--- src/rtl/expr_regr_pkg.sv ---
// Shared definitions for the expression regression path: result width, MISR FSM
// states, default feedback polynomial and the 90->32 bit fold used by stimulus and scoreboard.
package expr_regr_pkg;

  localparam int Y_W = 90;

  localparam logic [31:0] MISR_POLY = 32'h04C1_1DB7;

  typedef enum logic [1:0] {
    IDLE,
    RUN,
    CHECK,
    DONE
  } misr_state_t;

  // y is raw unsigned bits; the 26-bit top slice is zero-extended, never sign-extended.
  function automatic logic [31:0] fold(input logic [89:0] y);
    return y[31:0] ^ y[63:32] ^ {6'b0, y[89:64]};
  endfunction

endpackage

--- src/rtl/expr_result_misr_core.sv ---
// Multiple-input signature register: shift left with POLY feedback on the shifted-out
// MSB, XORed with the folded data word. load has priority over en.
module misr_core #(
  parameter int               SIG_W = 32,
  parameter logic [SIG_W-1:0] POLY  = 32'h04C1_1DB7,
  parameter logic [SIG_W-1:0] SEED  = '0
) (
  input  logic             clk,
  input  logic             rst_n,
  input  logic             load,
  input  logic             en,
  input  logic [SIG_W-1:0] data,
  output logic [SIG_W-1:0] sig
);

  logic [SIG_W-1:0] sig_next;

  always_comb begin
    sig_next = {sig[SIG_W-2:0], 1'b0} ^ (sig[SIG_W-1] ? POLY : '0) ^ data;
  end

  always_ff @(posedge clk or negedge rst_n) begin
    if (!rst_n) begin
      sig <= SEED;
    end else if (load) begin
      sig <= SEED;
    end else if (en) begin
      sig <= sig_next;
    end
  end

endmodule

--- src/rtl/expr_result_misr.sv ---
// Compresses NUM_VEC accepted result vectors into a MISR signature and checks it against
// golden_sig. Optional macro EXPR_MISR_LAST_Y_EN adds a last_y debug port holding the final vector.
module expr_result_misr #(
  parameter int               Y_W      = 90,
  parameter int               SIG_W    = 32,
  parameter logic [SIG_W-1:0] POLY     = 32'h04C1_1DB7,
  parameter logic [SIG_W-1:0] SIG_SEED = 32'h0000_0000,
  parameter int               NUM_VEC  = 1024
) (
  input  logic             clk,
  input  logic             rst_n,
  input  logic             start,
  input  logic             in_valid,
  output logic             in_ready,
  input  logic [Y_W-1:0]   in_y,
  input  logic [SIG_W-1:0] golden_sig,
  output logic             busy,
  output logic             done,
  output logic             pass,
  output logic [SIG_W-1:0] sig,
  output logic [15:0]      vec_cnt
`ifdef EXPR_MISR_LAST_Y_EN
  ,
  output logic [Y_W-1:0]   last_y
`endif
);

  import expr_regr_pkg::*;

  localparam logic [15:0] LAST_CNT = 16'(NUM_VEC - 1);

  misr_state_t      state;
  logic             xfer;
  logic             last_xfer;
  logic             restart;
  logic [SIG_W-1:0] fold_y;

  assign xfer      = in_valid && in_ready;
  assign last_xfer = xfer && (vec_cnt == LAST_CNT);
  assign restart   = start && ((state == IDLE) || (state == DONE));
  assign fold_y    = fold(in_y);

  misr_core #(
    .SIG_W (SIG_W),
    .POLY  (POLY),
    .SEED  (SIG_SEED)
  ) u_core (
    .clk   (clk),
    .rst_n (rst_n),
    .load  (restart),
    .en    (xfer),
    .data  (fold_y),
    .sig   (sig)
  );

  // in_ready is registered, so it falls on the edge of the final transfer and no extra beat slips in.
  always_ff @(posedge clk or negedge rst_n) begin
    if (!rst_n) begin
      state    <= IDLE;
      vec_cnt  <= '0;
      in_ready <= 1'b0;
      busy     <= 1'b0;
      done     <= 1'b0;
      pass     <= 1'b0;
    end else begin
      case (state)
        IDLE: begin
          if (start) begin
            state    <= RUN;
            vec_cnt  <= '0;
            in_ready <= 1'b1;
            busy     <= 1'b1;
          end
        end
        RUN: begin
          if (xfer) begin
            vec_cnt <= vec_cnt + 16'd1;
            if (last_xfer) begin
              state    <= CHECK;
              in_ready <= 1'b0;
            end
          end
        end
        CHECK: begin
          pass  <= (sig == golden_sig);
          state <= DONE;
          busy  <= 1'b0;
          done  <= 1'b1;
        end
        DONE: begin
          if (start) begin
            state    <= RUN;
            vec_cnt  <= '0;
            in_ready <= 1'b1;
            busy     <= 1'b1;
            done     <= 1'b0;
            pass     <= 1'b0;
          end
        end
        default: begin
          state <= IDLE;
        end
      endcase
    end
  end

`ifdef EXPR_MISR_LAST_Y_EN
  always_ff @(posedge clk or negedge rst_n) begin
    if (!rst_n) begin
      last_y <= '0;
    end else if (xfer) begin
      last_y <= in_y;
    end
  end
`endif

endmodule

--- config.mk ---
export PLATFORM = sky130hd
export DESIGN_NAME = expr_result_misr
export DESIGN_NICKNAME = d
export VERILOG_FILES = /design/src/rtl/expr_regr_pkg.sv /design/src/rtl/expr_result_misr_core.sv /design/src/rtl/expr_result_misr.sv
export SDC_FILE = /design/constraint.sdc
export NUM_CORES = 1
export LEC_CHECK = 0
export ABC_AREA = 1
export CAP_MARGIN = 20
export CORE_MARGIN = 10
export CORE_UTILIZATION = 43
export CTS_CLUSTER_DIAMETER = 150
export DETAILED_ROUTE_END_ITERATION = 8
export HOLD_SLACK_MARGIN = 0.02
export PLACE_DENSITY = 0.79
export SLEW_MARGIN = 20
export SYNTH_ARGS = -nofsm -noshare
export SYNTH_HDL_FRONTEND = slang
export SYNTH_HIERARCHICAL = 1
export SYNTH_SLANG_ARGS = --single-unit
--- constraint.sdc ---
create_clock -name clk -period 2.1 [get_ports clk]
set_clock_uncertainty 0.05 [all_clocks]
set_input_delay 0.21 -clock clk [delete_from_list [all_inputs] [get_ports clk]]
set_output_delay 0.21 -clock clk [all_outputs]
set_load 0.02 [all_outputs]
==> impl_results.md <==
- Status: finished, final reports clean
- Syn-to-layout area delta: 48.9%
- Critical-path top delay cell: clkdlybuf4s50_1
- Seq pwr share: 31.1%
- Slew Viols, Final: 0
- Top delay family on crit path: buffers and inverters
- Worst Reg-to-Reg Cells: 8
- Cells after Synth: 590
- Clk Latency, worst-skew pair: 0.31 ns
- Clk pwr share: 10.1%
- Clk buf depth: 2
- First-pass GRT wire length: 21900 µm
- Period utilization: 89.3%
- Critical path type: reg -> out
- Worst flop-to-flop path endpoint: vec_cnt[6]
- Switching share of power: 46.6%
- Non-Filler Instances: 902
- Total track usage: 18.8%
- GR Overflow Total: 0
- Vias in the first global route: 4499
- Pre-antenna DRT Iters: 5
- Placed cell count: 893
- Overall power: 6080 µW
- Count of final setup violators: 0
- Largest net degree at the start of global routing: 29
- Crit end category: output port
- CP max FO: 10
- Reg2Reg Setup Slack: 0.23 ns
- Internal: 3250 µW
- CP cell instances: clkdlybuf4s50_1
- Total of max-cap violations: 0
- Post-cts sizing count: 0
- Post-synth ARST share: 100%
- Fmax: 0.533 GHz
- Area contributors post-synth: dfrtp_1 33%, nand2_1 18%, xnor2_1 17%
- Synth Area in Compound Gates: 5.82%
- Max stage delay on crit path: 0.71 ns
- Final nets: 903
- Leakage: 0.00285 µW
- Port Buffers: 177
- Routability Congestion: 0.893
- IO Pins: 178
- Arr. time, crit path: 1.61 ns
- CTS sink count: 54
- RR Startpoint: state[1]
- Simple-Gate Fraction of Synth Area: 30.6%
- Yosys top cell by area: dfrtp_1
- Post-synthesis xor/xnor area fraction: 18.4%
- Number of fill cells: 818
- Yosys cell types: 29
- Placed cell area: 6010 µm²
- Core area: 9280 µm²
- Synthesized Nets: 721
- WL/cell: 14.9 µm
- Mux share of post-synthesis cell area: 0%
- Total Routed Length: 13400 µm
- Post-synthesis sequential area ratio: 32.9%
- Synthesis Warnings: 6
- Relative slew slack: 56.7%
- Min-Delay Path Class: in -> async
- Post-Syn Area: 4100 µm²
- Initial DRC Count: 224
- HPWL after DPL: 11100 µm
- Hold Violations, Final: 0
- Die area: 13800 µm²
- Via count: 4338
- RSZ-0062 raised after global routing: false
- Die Wd: 118 µm
- Fin area: 6110 µm²
- DRC errors left: 0
- CTS Root Buffer Type: clkbuf_8
- Die Y: 118 µm
- Net Switching: 2840 µW
- Clock-pin slew on the worst setup and hold paths: 0.10 ns
- Post-synth top area share: 32.9%
- # Post-CTS Setup Buffers: 0
- Syn_area_per_cell: 6.95 µm²
- CTS tree: built
- H-tree levels: 2
- Main combinational cell family by area after synthesis: simple AND/OR/NAND/NOR gates
- CP bufs+invs: 1
- Maximum VDD drop: 0.492 mV
- Power Density: 996 nW/µm²
- Row Count: 35
- Slew @ Worst Pin: 0.650 ns
- Antenna violations before repair: 0
- Critical Path RT: 1.84 ns
- Setup TNS: 0 ns
- Vias per Instance: 4.81
- Starting density of the core: 44.2%
- Share of post-route cells with drive strength above 1: 5.43%
- Diode count: 0
- CP Launch Type: flip-flop
- Adder-Cell Fraction of Synth Area: 1.52%
- Comb pwr share: 58.7%
- Ys flop type: dfrtp_1
- Final ANT Viol Nets: 0
- Yosys reg bits: 54
- Tmin final: 1.87 ns
- CTS Buf Count: 5
- EDFF count, synth: 0
-- power groups by stage --
stage	combinational [µW]	sequential (µW)	clock, µW
global route	3940	1960	661
CTS	3590	1890	625
finish	3570	1890	617
detailed placement	3570	1910	0
floorplan	1870	2150	0
global placement	3480	1890	0
-- through the flow --
step	utilization [%]	worst slack, ns	hold slack, ns
5_1_grt	65.8	0.0492	0.474
3_5_place_dp	64.7	0.254	0.229
4_1_cts	65.8	0.218	0.439
6_report	65.8	0.225	0.404
2_1_floorplan	-	0.479	-0.136
3_3_place_gp	64.7	0.356	0.213
-- worst reg2reg max path, cell delays in order (launching register included) --
cell and delay (ns):
dfrtp_1 0.44, inv_1 0.08, ha_1 0.22, nand2_1 0.09, nand2_2 0.12, nor2_1 0.09
inv_1 0.29, o21ai_0 0.24, a21oi_1 0.18
-- logic make-up (layout without fill, tap and decap cells) --
kind of cell	count (synthesis)	in the layout
buffers and inverters	107	290
AOI/OAI and AO/OA	43	43
DFF	54	54
and+or+nand+nor	295	295
adders and majority gates	5	5
xor gates and xnor gates	86	86
-- state kept, by name, indices dropped and copies added, names as in the netlist --
| register | cells |
|---|---|
| u_core/sig | 32 |
| pass | 1 |
| done | 1 |
| in_ready | 1 |
| vec_cnt | 16 |
| state | 2 |
| busy | 1 |
-- routing by layer --
layer,track usage [%],wire length [µm],share of wire [%]
met3,7.63,1340,10
met5,0,0,0
met4,3.94,154,1.1
met1,19.6,5000,37
met2,34.5,6930,52
-- Yosys cell counts, types with 2 or more instances --
cell,n
nor3_1,2
a21oi_1,10
nor2_4,3
xnor2_1,80
xor2_1,6
o22ai_1,10
buf_4,2
nand3_1,34
nand2_2,14
buf_6,3
nand4_1,4
nand2_1,193
nor2_2,3
nor2_1,36
nand3_2,3
inv_2,6
o21ai_0,19
dfrtp_1,54
ha_1,5
inv_1,94
-- worst max path at each step --
stage,from,endpoint,slack [ns],cells past startpoint
detailed placement,state[0],u_core/sig[29],0.25,9
floorplan,state[0],u_core/sig[8],0.48,10
CTS,u_core/sig[31],sig[31],0.22,1
global placement,state[0],u_core/sig[30],0.36,9
finish,u_core/sig[31],sig[31],0.23,1
global route,state[0],u_core/sig[20],0.05,9
-- repair_timing --
| item | 4_1_cts | 5_1_grt |
|---|---|---|
| setup endpoints to repair | 0 | 0 |
| endpoints found under the hold margin | 26 | 0 |
| hold buffers | 1 | 0 |
-- cells in the final DEF, fill, tap and decap left out, drive strengths merged, types with 2 or more instances in the layout --
master,instances
inv,100
xnor2,80
o22ai,10
clkdlybuf4s50,176
nor3,2
xor2,6
nor2,42
nand2,207
clkbuf,7
ha,5
nand4,4
dfrtp,54
o21ai,19
a21oi,10
buf,5
nand3,37
-- area by class of cell --
type / count / area (µm²) / share of cell area [%]
multi-input combinational: 429 / 2310 / 37.8
timing repair buffer: 182 / 1820 / 29.8
sequential: 54 / 1350 / 22.1
inverter: 100 / 375 / 6.15
tap: 129 / 161 / 2.64
clock buffer: 7 / 86.3 / 1.41
clock inverter: 1 / 5.00 / 0.0820
No activity file was read; power rests on OpenSTA's default activity.
